File: config.mk
export PLATFORM = sky130hd
export DESIGN_NAME = stopwatch_cmd_gen
export DESIGN_NICKNAME = d
export VERILOG_FILES = /design/src/rtl/stopwatch_pkg.sv /design/src/rtl/stopwatch_cmd_gen_debounce.sv /design/src/rtl/stopwatch_cmd_gen.sv
export SDC_FILE = /design/constraint.sdc
export NUM_CORES = 1
export LEC_CHECK = 0
export ABC_AREA = 1
export BUFFER_PORTS_ARGS = -buffer_cell sky130_fd_sc_hd__buf_2
export CORE_MARGIN = 2
export CORE_UTILIZATION = 62
export CTS_BUF_LIST = sky130_fd_sc_hd__clkbuf_4 sky130_fd_sc_hd__clkbuf_8 sky130_fd_sc_hd__clkbuf_16
export CTS_CLUSTER_DIAMETER = 200
export DETAILED_ROUTE_END_ITERATION = 8
export PLACE_DENSITY_LB_ADDON = 0.15
export RECOVER_POWER = 100
export SYNTH_ARGS = -nofsm -noshare
export SYNTH_HDL_FRONTEND = slang
export SYNTH_SLANG_ARGS = --single-unit
File: constraint.sdc
create_clock -name clk -period 2.22 [get_ports clk]
set_clock_uncertainty 0.2 [all_clocks]
set_input_delay 0.333 -clock clk [delete_from_list [all_inputs] [get_ports clk]]
set_output_delay 0.333 -clock clk [all_outputs]
set_load 0.02 [all_outputs]
File: src/rtl/stopwatch_pkg.sv
// Shared stopwatch codes: command bus values and mode encodings.
// Used by the button command generator and the counter block.
package stopwatch_pkg;

  localparam int CMD_W  = 3;
  localparam int MODE_W = 2;

  typedef enum logic [CMD_W-1:0] {
    CMD_HOLD  = 3'b000,
    CMD_RUN   = 3'b001,
    CMD_PAUSE = 3'b010,
    CMD_CLEAR = 3'b011
  } cmd_e;

  typedef enum logic [MODE_W-1:0] {
    M_IDLE  = 2'b00,
    M_RUN   = 2'b01,
    M_PAUSE = 2'b10
  } mode_e;

  // Mode reached by a short press; unknown encodings fall back to idle.
  function automatic mode_e short_next(input mode_e m);
    case (m)
      M_IDLE:  short_next = M_RUN;
      M_RUN:   short_next = M_PAUSE;
      M_PAUSE: short_next = M_RUN;
      default: short_next = M_IDLE;
    endcase
  endfunction

  // Command issued by a short press; recovery from a bad mode is silent.
  function automatic cmd_e short_cmd(input mode_e m);
    case (m)
      M_IDLE:  short_cmd = CMD_RUN;
      M_RUN:   short_cmd = CMD_PAUSE;
      M_PAUSE: short_cmd = CMD_RUN;
      default: short_cmd = CMD_HOLD;
    endcase
  endfunction

endpackage

File: src/rtl/stopwatch_cmd_gen_debounce.sv
// Button synchronizer and debouncer.
// Emits the debounced level plus one-cycle rise/fall pulses.
module btn_debounce #(
  parameter int unsigned DEBOUNCE_CYCLES = 500000
) (
  input  logic clk,
  input  logic rst,
  input  logic i_btn,
  output logic o_level,
  output logic o_rise,
  output logic o_fall
);

  localparam int CW = $clog2(DEBOUNCE_CYCLES + 1);
  localparam logic [CW-1:0] CNT_LAST = CW'(DEBOUNCE_CYCLES - 1);

  logic          r_sync1;
  logic          r_sync2;
  logic          r_level;
  logic          r_rise;
  logic          r_fall;
  logic [CW-1:0] r_cnt;

  // Two-flop sync, then accept a level after it stays put long enough.
  always_ff @(posedge clk or posedge rst) begin
    if (rst) begin
      r_sync1 <= 1'b0;
      r_sync2 <= 1'b0;
      r_level <= 1'b0;
      r_rise  <= 1'b0;
      r_fall  <= 1'b0;
      r_cnt   <= '0;
    end else begin
      r_sync1 <= i_btn;
      r_sync2 <= r_sync1;
      r_rise  <= 1'b0;
      r_fall  <= 1'b0;
      if (r_sync2 == r_level) begin
        r_cnt <= '0;
      end else if (r_cnt == CNT_LAST) begin
        r_cnt   <= '0;
        r_level <= ~r_level;
        r_rise  <= ~r_level;
        r_fall  <= r_level;
      end else begin
        r_cnt <= r_cnt + 1'b1;
      end
    end
  end

  assign o_level = r_level;
  assign o_rise  = r_rise;
  assign o_fall  = r_fall;

endmodule

File: src/rtl/stopwatch_cmd_gen.sv
// Push-button front end producing stopwatch mode commands.
// Optional STOPWATCH_CMD_DROP_CNT_EN adds a dropped-press counter.
module stopwatch_cmd_gen
  import stopwatch_pkg::*;
#(
  parameter int unsigned DEBOUNCE_CYCLES = 500000,
  parameter int unsigned LONG_CYCLES     = 50000000
) (
  input  logic              clk,
  input  logic              rst,
  input  logic              btn,
  input  logic              cmd_ready,
  output logic              cmd_valid,
  output logic [CMD_W-1:0]  cmd,
  output logic [MODE_W-1:0] mode,
  output logic              led_run
`ifdef STOPWATCH_CMD_DROP_CNT_EN
  ,
  output logic [7:0]        dropped_cnt
`endif
);

  localparam int TW = $clog2(LONG_CYCLES + 1);
  localparam logic [TW-1:0] LONG_MAX = TW'(LONG_CYCLES);
  localparam logic [TW-1:0] LONG_PRE = TW'(LONG_CYCLES - 1);

  logic          w_level;
  logic          w_rise;
  logic          w_fall;
  logic          w_xfer;
  logic          w_pending;

  logic [TW-1:0] r_timer;
  logic          r_short_evt;
  logic          r_long_evt;
  logic          r_valid;
  cmd_e          r_cmd;
  mode_e         r_mode;

  btn_debounce #(
    .DEBOUNCE_CYCLES(DEBOUNCE_CYCLES)
  ) u_debounce (
    .clk    (clk),
    .rst    (rst),
    .i_btn  (btn),
    .o_level(w_level),
    .o_rise (w_rise),
    .o_fall (w_fall)
  );

  assign w_xfer    = r_valid & cmd_ready;
  assign w_pending = r_valid & ~cmd_ready;

  // Press timer; long fires once at saturation, short only on release.
  always_ff @(posedge clk or posedge rst) begin
    if (rst) begin
      r_timer     <= '0;
      r_short_evt <= 1'b0;
      r_long_evt  <= 1'b0;
    end else begin
      r_short_evt <= w_fall & (r_timer != LONG_MAX);
      r_long_evt  <= w_level & ~w_rise & (r_timer == LONG_PRE);
      if (w_rise) begin
        r_timer <= '0;
      end else if (w_level && r_timer != LONG_MAX) begin
        r_timer <= r_timer + 1'b1;
      end
    end
  end

  // Mode FSM with a one-deep command slot on a valid/ready handshake.
  always_ff @(posedge clk or posedge rst) begin
    if (rst) begin
      r_valid <= 1'b0;
      r_cmd   <= CMD_HOLD;
      r_mode  <= M_IDLE;
    end else if (r_long_evt) begin
      r_valid <= 1'b1;
      r_cmd   <= CMD_CLEAR;
      r_mode  <= M_IDLE;
    end else if (r_short_evt && !w_pending) begin
      r_valid <= (short_cmd(r_mode) != CMD_HOLD);
      r_cmd   <= short_cmd(r_mode);
      r_mode  <= short_next(r_mode);
    end else begin
      if (w_xfer) begin
        r_valid <= 1'b0;
        r_cmd   <= CMD_HOLD;
      end
      if (!(r_mode inside {M_IDLE, M_RUN, M_PAUSE})) begin
        r_mode <= M_IDLE;
      end
    end
  end

  assign cmd_valid = r_valid;
  assign cmd       = r_cmd;
  assign mode      = r_mode;
  assign led_run   = (r_mode == M_RUN);

`ifdef STOPWATCH_CMD_DROP_CNT_EN
  logic       w_drop;
  logic [7:0] r_drop_cnt;

  assign w_drop = r_short_evt & w_pending & ~r_long_evt;

  // Count short presses lost to a pending command, saturating.
  always_ff @(posedge clk or posedge rst) begin
    if (rst) begin
      r_drop_cnt <= 8'd0;
    end else if (w_drop && r_drop_cnt != 8'hFF) begin
      r_drop_cnt <= r_drop_cnt + 8'd1;
    end
  end

  assign dropped_cnt = r_drop_cnt;
`endif

endmodule

# Yosys cells after proc, flatten, opt, wreduce, memory -nomap -nowiden
# Index checks and enable logic that the tools add are counted.
# W data, S select, Z words.
[totals]
word_cells = 61
regBits = 58
input_bits = 4
out_inout_bits = 7
[op_classes]
reduce_logical = 10
addsub = 2
n_mux = 21
bitwise = 9
eq_ne = 7
[ops]
columns = ["operator", "n"]
rows = [
  ["$mux W26", 2],
  ["$mux W19", 2],
  ["$add A26 B1 Y26 const B", 1],
  ["$eq A26 B26 Y1 const B", 1],
  ["$ne A26 B26 Y1 const B", 1],
  ["$add A19 B1 Y19 const B", 1],
  ["$eq A19 B19 Y1 const B", 1],
  ["$mux W3", 5],
  ["$reduce_bool A3 Y1", 3],
  ["$pmux W2 S2", 2],
  ["$mux W1", 7],
  ["$mux W2", 3],
  ["$and A1 B1 Y1", 5],
  ["$not A1 Y1", 4],
  ["$ne A3 B3 Y1 const B", 1],
  ["$eq A2 B1 Y1 const B", 1],
  ["$eq A2 B2 Y1 const B", 1],
  ["$logic_and A1 B1 Y1", 2],
  ["$logic_not A2 Y1", 1],
  ["$reduce_and A2 Y1", 1],
  ["$reduce_bool A2 Y1", 1],
  ["$reduce_or A2 Y1", 1],
  ["$eq A1 B1 Y1", 1],
  ["$logic_not A1 Y1", 1],
]

# Depth between registers and ports, before layout
# Gate-level depths: netlist of the first run.
[logic_depth]
word_depth = 9
ltp_mapped = 11
ltp_nobuf = 10

# Cells and area by module
# A second synthesis of the first run with hierarchy kept.
[unflattened]
hier_cells = 477
hier_area_um2 = 3457.1
[by_module_without_submodules]
columns = ["mod", "cells_each", "area_per_inst_um2", "n_inst", "seq_area_each_um2"]
rows = [
  ["stopwatch_cmd_gen", 322, 2168.3, 1, 825.8],
  ["btn_debounce", 155, 1288.7, 1, 600.6],
]

# Worst setup path after synthesis of the first run
# OpenSTA, ideal clock, no wires.
[synth_timing]
path_type = "reg2reg"
start = "register r_timer[0]"
end = "register r_timer[17]"
period_less_slack_ps = 1733
path_stages_with_launch = 12
arrival_time_ps = 1468
setup_ps = 65
setup_slack_ps = 487
path_cell_list = "dfrtp_1 inv_1 ha_1 nand3_1 nor2_1 nand2_2 nor2_8 nor2_8 nor2_8 buf_6 nand2_1 nand2_1"
[synth_between]
elab_chain_len = 3
[synth_rtl]
columns = ["item", "line_no", "source"]
rows = [
  ["from (decl)", "stopwatch_cmd_gen.sv:33", "logic [TW-1:0] r_timer;"],
  ["from (signal assigned)", "stopwatch_cmd_gen.sv:66", "r_timer <= r_timer + 1'b1;"],
  ["$add A26 B1 Y26 or $ne A26 B26 Y1 (tied branches)", "stopwatch_cmd_gen.sv:66, stopwatch_cmd_gen.sv:65", ""],
  ["$mux W26 or $logic_and A1 B1 Y1 (tied branches)", "stopwatch_cmd_gen.sv:65", "end else if (w_level && r_timer != LONG_MAX) begin"],
  ["$mux W26 or $reduce_bool A2 Y1 (tied branches)", "--", ""],
]
# Parallel ways exist; a longest one is shown, timed or not. The select of a mux whose other input is x is not followed.
# A chain may end at the register's enable or synchronous reset.

# Final worst setup path of the first run
[layout_timing]
start = "register r_timer[0]"
end = "register r_timer[16]"
# Same word-level chain as after synthesis.

==> impl_metrics.csv, run 1 <==
group,metric,value,unit
run_status,status,"finished clean",
sta,worst_slew_pin_slew,0.8896,ns
clock_network,cts.htree.levels,3,
finish,num-fill-cells,439,
floorplan,start_util,64.61,%
floorplan,fp.dieW,77.19,um
placement,place_congestion,0.9021,
global_route,antenna_found_initial,0,
placement,dp_cells,540,
finish,layout.cells.non_filler,558,
critical_path,start_kind,"register",
sta,fmax,0.4884,GHz
drt,drt_first_pass_iters,5,
yosys,syn_nets,471,
finish,area_growth,11.08,%
yosys,synth.distinct_cells,34,
yosys,ys_seq_area_share,42.95,%
critical_path,cpMaxStageDelayCell,"dfrtp_1",
critical_path,crit_top_cell,"nand2_1",
yosys,synth-warning-count,0,
global_route,grt_pass1_vias,2970,
drt,vias_per_cell,5.505,
finish,drive_above_1_share,7.992,%
sta,setup_viol,0,
drt,vias,3072,
clock_network,cts_tree,"built",
worst_hold_path,hp-class,"in2reg",
drt,wl_per_cell,13.57,um
critical_path,cpPeakStageDelay,0.46,ns
finish,seqCellArea,1426,um2
critical_path,endpoint_kind,"register",
drt,wl,7.571,mm
critical_path,critPathKind,"reg2reg",
sta,max_slew_margin,40.63,%
finish,num-nets-final,490,
clock_network,cts_root_buffer,"clkbuf_8",
clock_network,cts_sinks,57,
finish,final_area,3689,um2
finish,multi_input_area,1662,um2
yosys,netlist_area,3321,um2
clock_network,clock_latency,0.35,ns
placement,portBuffers,9,
floorplan,io_pins,11,
finish,n_antenna_cell,0,
placement,pre_cts_slack,0.2029,ns
pwr,p_leak,1.745,nW
finish,final_util,71.76,%
sta,drv_slew,0,
placement,hpwlAfterDp,5.260,mm
sta,fin_crit_sh,92.23,%
pwr,vdd_drop_max,0.3772,mV
yosys,syn_inst,464,
pwr,cellPowerDensity,609.6,nW/um2
global_route,track_usage,28.28,%
critical_path,cp.arrival,2.14,ns
floorplan,design.die.area,5958,um2
sta,finalSetupTns,0,ns
yosys,postSynthAreaPerCell,7.157,um2
sta,setup_slack,0.1725,ns
critical_path,crit_fanout,6,
floorplan,die_y,77.19,um
floorplan,num_rows,26,
clock_network,cts_resized,0,
global_route,grt_max_degree,37,
critical_path,path_cells,"ha_1 > nand2_1 > nor2_2 > nand2_1 > nor2_1 > xor2_1 > nand3_1 > nand2_1",
clock_network,clk_path_buf_depth,2,
placement,place_area,3455,um2
clock_network,clk_pin_slew,0.07,ns
global_route,gr-total-overflow,0,
flow_run,maxCapViolations,0,
clock_network,cts_made_buffers,9,
sta,post-route-min-period,2.048,ns
yosys,ys_ff_latch,57,
global_route,grt_pass1_wl,13.46,mm
sta,hold_viol_final,0,
critical_path,required,2.31,ns
drt,drc,0,
drt,drtIter0Drc,296,
drt,detail-route-antenna-nets,0,
sta,rsz0062_at_grt,"no",
floorplan,core_area,5140,um2
## path summary, 6_finish.rpt
| kind | from | end | slack (ns) | cells after the start |
|---|---|---|---|---|
| worst max-delay path | r_timer[0] | r_timer[16] | 0.17 | 8 |
| worst min-delay path | cmd_ready | cmd_valid | 0.03 | 2 |
| worst max register to register | r_timer[0] | r_timer[16] | 0.17 | 8 |
| worst min register to register | u_debounce.r_sync1 | u_debounce.r_sync2 | 0.15 | 0 |
| max in group asynchronous | rst | r_timer[5] | 0.62 | 4 |
| min in group asynchronous | rst | mode[1] | 0.51 | 3 |
## sequential cells by signal, summed over array words and instances (netlist names), 2 cells and up
name	cells
mode	2
r_timer	26
cmd	2
u_debounce.r_cnt	19
## cell usage after synthesis
cell | instances | share of area [%]
nor3_2 | 1 | 0.30
nor2_2 | 3 | 0.57
nand4_1 | 19 | 3.6
nor3b_1 | 2 | 0.45
a21oi_1 | 9 | 1.4
dfrtp_1 | 57 | 43
nand3_1 | 31 | 4.7
buf_2 | 3 | 0.45
buf_4 | 1 | 0.23
o211ai_1 | 1 | 0.23
nor2_4 | 2 | 0.68
a31o_2 | 1 | 0.26
inv_1 | 45 | 5.1
nand2_1 | 148 | 17
buf_6 | 1 | 0.34
nor4_1 | 3 | 0.57
xnor2_1 | 1 | 0.26
nand2_2 | 2 | 0.38
nor2_8 | 3 | 1.8
buf_1 | 1 | 0.11
nand3_4 | 1 | 0.53
o21bai_1 | 2 | 0.45
a211oi_1 | 1 | 0.23
nor3_1 | 6 | 0.90
or2_2 | 1 | 0.19
conb_1 | 1 | 0.11
inv_2 | 5 | 0.57
o21ai_0 | 6 | 0.90
clkinv_1 | 1 | 0.11
nor2_1 | 82 | 9.3
clkbuf_1 | 1 | 0.11
xor2_1 | 13 | 3.4
ha_1 | 3 | 1.1
o21ai_1 | 7 | 1.1
## cells by family after synthesis
logic type | synth area share (%)
compound gates | 4.484
xor+xnor | 3.693
fa+ha+maj | 1.130
buf+inv | 7.008
flops | 42.95
other cells | 0.1129
simple gates | 40.62
## timing repair
item | in CTS | in global routing
setup buffers | 0 | 0
hold buffers | 2 | 0
hold endpoints to repair | 22 | 0
## per-layer routing
layer  track usage [%]  routed length (um)  vias to the layer above  part of all wire, %
met5                 0                   0                        -                    0
met4             8.393                  87                        0                  1.1
met3             7.529                 554                       12                  7.3
met2             43.04                3316                      130                   44
met1             39.69                3612                     1424                   48
li1                  -                   -                     1506                    -
## cell type report
type                            count  area share [%]
Clock buffer                       11           4.104
Clock inverter                      5           2.103
Inverter                           51           5.190
Multi-Input combinational cell    349           45.05
Sequential cell                    57           38.67
Tap cell                           70           2.374
Timing Repair Buffer               15           2.510
## layout by cell type, fill, tap and decap left out, types with 8 or more instances in the layout
cell type / instances
a21oi_1: 9
nand4_1: 19
xor2_1: 13
clkbuf_8: 11
nand2_1: 148
clkbuf_1: 8
dfrtp_1: 57
nor2_1: 82
inv_1: 46
nand3_1: 31
o21ai_0: 10
## critical path: cells and delay by family (launching register included)
kind,cells,cell delay [ns]
XOR/XNOR,1,0.16
adder cells (fa/ha/maj),1,0.31
flip-flops,1,0.46
AND/OR/NAND/NOR,6,0.85
## power breakdown
part	switching (mW)	internal (mW)
combinational	0.0418	0.0159
sequential	0.00627	1.05
clock	0.448	0.689
## metrics by stage
step	hold WS (ns)	total power, mW
floorplan	0.1312	1.108
global placement	0.1357	1.130
detailed placement	0.1410	1.132
CTS	0.03154	2.254
global route	0.03749	2.313
finish	0.03214	2.248
No activity file was read; power rests on OpenSTA's default activity.
==> inputs of run 2 (changes only) <==
--- a/config.mk
+++ b/config.mk
@@ -8,7 +8,7 @@
 export ABC_AREA = 1
 export BUFFER_PORTS_ARGS = -buffer_cell sky130_fd_sc_hd__buf_2
 export CORE_MARGIN = 2
-export CORE_UTILIZATION = 62
+export CORE_UTILIZATION = 60
 export CTS_BUF_LIST = sky130_fd_sc_hd__clkbuf_4 sky130_fd_sc_hd__clkbuf_8 sky130_fd_sc_hd__clkbuf_16
 export CTS_CLUSTER_DIAMETER = 200
 export DETAILED_ROUTE_END_ITERATION = 8
==> run 2 against run 1 <==
Via count decreased by 2.9%; clock-buffer cell count did not move; flip-flop and latch count stayed put; non-clock buffer count did not move.
==> impl_metrics.csv, run 2 (synthesis gave the netlist of run 1 again) <==
group,metric,value,unit
finish,top_register,"r_timer",
critical_path,critPathKind,"reg2reg",
sta,post-route-min-period,2.026,ns
floorplan,die_y,78.40,um
sta,hold_viol_final,0,
global_route,grt_pass1_vias,2816,
drt,wl,7.299,mm
floorplan,design.die.area,6146,um2
placement,hpwlAfterDp,5.096,mm
critical_path,timing.critical_path.buf_inv,1,
clock_network,clk_path_buf_depth,2,
pwr,vdd_drop_max,0.3959,mV
critical_path,crit_fanout,19,
drt,vias_per_cell,5.344,
clock_network,cts_made_buffers,9,
placement,dp_cells,542,
sta,fin_crit_sh,91.28,%
floorplan,fp.dieW,78.40,um
clock_network,clock_latency,0.35,ns
run_status,status,"finished clean",
drt,vias,2982,
drt,drc,0,
floorplan,io_pins,11,
drt,wl_per_cell,13.08,um
clock_network,clk_pin_slew,0.06,ns
finish,num-fill-cells,489,
finish,area_growth,10.47,%
finish,mostFrequentLayoutCell,"nand2_1",
finish,final_area,3669,um2
finish,num-nets-final,490,
drt,drtIter0Drc,234,
placement,portBuffers,9,
floorplan,num_rows,27,
flow_run,maxCapViolations,0,
floorplan,core_area,5439,um2
clock_network,cts_sinks,57,
pwr,p_leak,1.731,nW
floorplan,start_util,61.05,%
sta,setup_slack,0.1937,ns
finish,largest_reg_flops,26,
critical_path,endpoint_kind,"register",
finish,most-common-layout-cells,"nand2_1, nor2_1, dfrtp_1",
global_route,antenna_found_initial,0,
critical_path,cpPeakStageDelay,0.43,ns
clock_network,cts_root_buffer,"clkbuf_8",
global_route,grt_max_degree,58,
sta,max_slew_margin,49.15,%
sta,drv_slew,0,
placement,place_area,3457,um2
finish,drive_above_1_share,7.819,%
sta,worst_slew_pin_slew,0.7628,ns
finish,final_util,67.45,%
sta,finalSetupTns,0,ns
critical_path,required,2.30,ns
global_route,grt_use_met2,39.48,%
pwr,finalPower,2.195,mW
global_route,gr-total-overflow,0,
critical_path,path_cells,"inv_1 > ha_1 > nand3_1 > nor2_1 > nand2_1 > nor2_8 > nor2_8 > nor2_8 > nand2_1 > nand2_1",
sta,fmax,0.4935,GHz
critical_path,start_kind,"register",
drt,drt_first_pass_iters,5,
placement,pre_cts_slack,0.2337,ns
critical_path,cpMaxStageDelayCell,"dfrtp_1",
finish,biggestRegsByFlops,"r_timer x26, u_debounce.r_cnt x19",
worst_hold_path,hp-class,"in2reg",
clock_network,cts.htree.levels,3,
critical_path,critical_path.top_delay_family,"simple AND/OR/NAND/NOR gates",
sta,setup_viol,0,
sta,rsz0062_at_grt,"no",
sta,fin_hold_ws,0.04132,ns
pwr,cellPowerDensity,598.3,nW/um2
finish,layout.cells.non_filler,558,
global_route,grt_use_met3,8.276,%
clock_network,cts_tree,"built",
global_route,grt_pass1_wl,12.91,mm
global_route,track_usage,27.12,%
placement,place_congestion,0.8847,
global_route,use_met1,37.99,%
finish,n_antenna_cell,0,
global_route,grt_busiest_layer,"met2",
drt,detail-route-antenna-nets,0,
critical_path,cp.arrival,2.10,ns
clock_network,cts_setup_buffers,0,
run 2: repair_timing:
item / in CTS / in global routing
hold endpoints to repair: 58 / 0
resized for setup: 0 / 2
setup endpoints to repair: 0 / 1
hold buffers: 2 / 0
run 2: power breakdown:
group          switching, mW  internal [mW]
Clock                  0.409          0.678
Combinational         0.0402         0.0135
Sequential           0.00607           1.05
Total                  0.455           1.74
run 2: layer usage:
metal,routed length [um],vias up
li1,-,1499
met2,3089,104
met3,413,14
met5,0,-
met4,137,0
met1,3659,1365
run 2: path summary, 6_finish.rpt:
kind,startpoint,end,slack [ns],depth (start not counted)
worst min register to register,u_debounce.r_sync1,u_debounce.r_sync2,0.16,0
worst min-delay path,cmd_ready,cmd_valid,0.04,2
min in group asynchronous,rst,r_long_evt,0.58,4
max in group asynchronous,rst,r_timer[11],0.74,4
worst max-delay path,r_timer[0],r_timer[22],0.19,10
worst max register to register,r_timer[0],r_timer[22],0.19,10
run 2: area by class of cell:
class / count / area [um2] / share of cell area, %
well taps: 72 / 90.09 / 2.456
clock buffers: 11 / 151.4 / 4.127
clock inverters: 3 / 65.06 / 1.774
flip-flops and latches: 57 / 1426 / 38.88
repair buffers: 15 / 80.08 / 2.183
multi-input cells: 349 / 1664 / 45.36
inverters: 51 / 191.4 / 5.218
==> inputs of run 3 (changes only) <==
--- a/config.mk
+++ b/config.mk
@@ -9,7 +9,7 @@
 export BUFFER_PORTS_ARGS = -buffer_cell sky130_fd_sc_hd__buf_2
 export CORE_MARGIN = 2
 export CORE_UTILIZATION = 60
-export CTS_BUF_LIST = sky130_fd_sc_hd__clkbuf_4 sky130_fd_sc_hd__clkbuf_8 sky130_fd_sc_hd__clkbuf_16
+export CTS_BUF_LIST = sky130_fd_sc_hd__clkbuf_16
 export CTS_CLUSTER_DIAMETER = 200
 export DETAILED_ROUTE_END_ITERATION = 8
 export PLACE_DENSITY_LB_ADDON = 0.15
==> run 3 against run 2 <==
Critical path depth unchanged; sequential power about the same; utilization increased by 1.5 points; final area increased by 2.3%; non-clock buffer count unchanged; setup slack got worse by 0.0085 ns; maximum frequency decreased by 0.42%; flip-flop and latch count unchanged; clock-buffer cell count decreased by 2; largest cell class unchanged.
==> impl_metrics.csv, run 3 (synthesis gave the netlist of run 1 again) <==
group,metric,value,unit
run_status,status,"finished clean",
sta,worst_slew_pin_slew,0.7666,ns
drt,vias_per_cell,5.448,
global_route,track_usage,27.44,%
sta,post-route-min-period,2.035,ns
finish,mostFrequentLayoutCell,"nand2_1",
pwr,power_frac_seq,42.0,%
finish,area_growth,13.00,%
sta,drv_slew,0,
finish,top_register,"r_timer",
pwr,cellPowerDensity,669.6,nW/um2
sta,finalSetupTns,0,ns
clock_network,cts.htree.levels,3,
global_route,gr-total-overflow,0,
flow_run,maxCapViolations,0,
clock_network,clk_pin_slew,0.05,ns
critical_path,timing.critical_path.buf_inv,1,
drt,wl_per_cell,13.48,um
drt,detail-route-antenna-nets,0,
floorplan,io_pins,11,
finish,final_area,3752,um2
drt,wl,7.524,mm
critical_path,endpoint_kind,"register",
finish,num-nets-final,490,
floorplan,die_y,78.40,um
sta,hold_viol_final,0,
drt,drt_first_pass_iters,5,
critical_path,cp.arrival,2.09,ns
critical_path,path_cells,"inv_1 > ha_1 > nand3_1 > nor2_1 > nand2_1 > nor2_8 > nor2_8 > nor2_8 > nand2_1 > nand2_1",
critical_path,cpMaxStageDelayCell,"dfrtp_1",
clock_network,clock_latency,0.33,ns
floorplan,start_util,61.05,%
critical_path,r2r_slack,0.19,ns
pwr,power.internal,2.020,mW
clock_network,cts_made_buffers,9,
global_route,grt_pass1_vias,2866,
critical_path,r2r_end,"r_timer[22]",
critical_path,ff2ff_path_depth,10,
sta,max_slew_margin,48.89,%
floorplan,fp.dieW,78.40,um
pwr,p_comb_share,2.1,%
placement,hpwlAfterDp,5.096,mm
global_route,grt_pass1_wl,13.17,mm
sta,setup_viol,0,
finish,n_antenna_cell,0,
drt,drtIter0Drc,242,
sta,rsz0062_at_grt,"no",
clock_network,cts_root_buffer,"clkbuf_16",
worst_hold_path,hold_path_end,"cmd_valid",
critical_path,required,2.28,ns
finish,most-common-layout-cells,"nand2_1, nor2_1, dfrtp_1",
critical_path,timing.rr.start,"r_timer[0]",
pwr,netSwitchingPower,492.2,uW
global_route,grt_max_degree,58,
pwr,p_leak,1.770,nW
pwr,p_clk_share,55.8,%
worst_hold_path,hold-path-cell-count,2,
floorplan,design.die.area,6146,um2
sta,fin_crit_sh,91.66,%
clock_network,clk_path_buf_depth,2,
placement,place_congestion,0.8847,
finish,biggestRegsByFlops,"r_timer x26, u_debounce.r_cnt x19",
floorplan,num_rows,27,
worst_hold_path,hp-start,"cmd_ready",
global_route,antenna_found_initial,0,
pwr,vdd_drop_max,0.5077,mV
critical_path,critical_path.top_delay_family,"simple AND/OR/NAND/NOR gates",
critical_path,crit_fanout,19,
clock_network,cts_setup_buffers,0,
drt,drc,0,
drt,vias,3040,
clock_network,cts_tree,"built",
clock_network,cts_sinks,57,
pwr,netSwitchingFraction,19.59,%
critical_path,start_kind,"register",
finish,drive_above_1_share,7.202,%
placement,place_area,3457,um2
critical_path,critPathKind,"reg2reg",
finish,largest_reg_flops,26,
sta,fmax,0.4914,GHz
critical_path,cpPeakStageDelay,0.43,ns
worst_hold_path,hp-class,"in2reg",
floorplan,core_area,5439,um2
placement,portBuffers,9,
==> run 3: changes by cell type in the layout (fill, tap and decap cells not counted) <==
cell / change
nor2_2: -1
clkbuf_16: +9
clkbuf_8: -11
ha_1: +1
clkinv_1: +2
ha_2: -1
nor2_4: +1
==> run 3: worst max-delay path by stage <==
stage | from | to | slack (ns) | depth (start not counted)
floorplan | rst | cmd[0] | 0.29 | 1
global placement | r_timer[0] | r_timer[9] | 0.25 | 9
detailed placement | r_timer[0] | r_timer[16] | 0.23 | 8
CTS | r_timer[0] | r_timer[16] | 0.18 | 8
global route | r_timer[0] | r_timer[16] | 0.05 | 8
finish | r_timer[0] | r_timer[22] | 0.19 | 10
==> run 3: cell type report <==
| class | count | area [um2] |
|---|---|---|
| Fill cell | 472 | 1687 |
| Clock inverter | 5 | 72.57 |
| Sequential cell | 57 | 1426 |
| Tap cell | 72 | 90.09 |
| Multi-Input combinational cell | 349 | 1667 |
| Timing Repair Buffer | 15 | 80.08 |
| Clock buffer | 9 | 225.2 |
| Inverter | 51 | 191.4 |
==> run 3: stage by stage <==
step | total power, mW | hold slack (ns) | util, % | setup slack [ns] | std cells
2_1_floorplan | 1.108 | 0.1312 | - | 0.2874 | 464
3_3_place_gp | 1.130 | 0.1335 | 63.56 | 0.2483 | 542
3_5_place_dp | 1.132 | 0.1466 | 63.56 | 0.2337 | 542
4_1_cts | 2.544 | 0.05325 | 69.40 | 0.1850 | 558
5_1_grt | 2.590 | 0.07687 | 68.99 | 0.05396 | 558
6_report | 2.512 | 0.05830 | 68.99 | 0.1852 | 558
==> run 3: repair_timing <==
action,CTS,global route
hold endpoints to repair,58,0
hold buffers,2,0
setup endpoints to repair,0,2
resized for setup,0,2
==> run 3: power by group through the flow <==
| stage | combinational (mW) | sequential (mW) | clock, mW |
|---|---|---|---|
| after floorplan | 0.0329 | 1.08 | 0 |
| after global placement | 0.0579 | 1.07 | 0 |
| after detailed placement | 0.0593 | 1.07 | 0 |
| after CTS | 0.0618 | 1.06 | 1.43 |
| after global routing | 0.0630 | 1.06 | 1.47 |
| final | 0.0538 | 1.06 | 1.40 |
==> run 3: worst reg2reg max path, stage by stage, from the launching register on <==
cell,delay (ns)
dfrtp_1,0.43
inv_1,0.12
ha_1,0.15
nand3_1,0.08
nor2_1,0.13
nand2_1,0.15
nor2_8,0.15
nor2_8,0.09
nor2_8,0.30
nand2_1,0.10
nand2_1,0.08
==> run 3: routing by layer <==
metal  GRT usage (%)  routed length (um)  up-vias
met5               0                   0        -
met4           9.298                 195        0
met3           8.276                 483       27
met2           40.17                3177      110
met1           38.97                3668     1396
li1                -                   -     1507
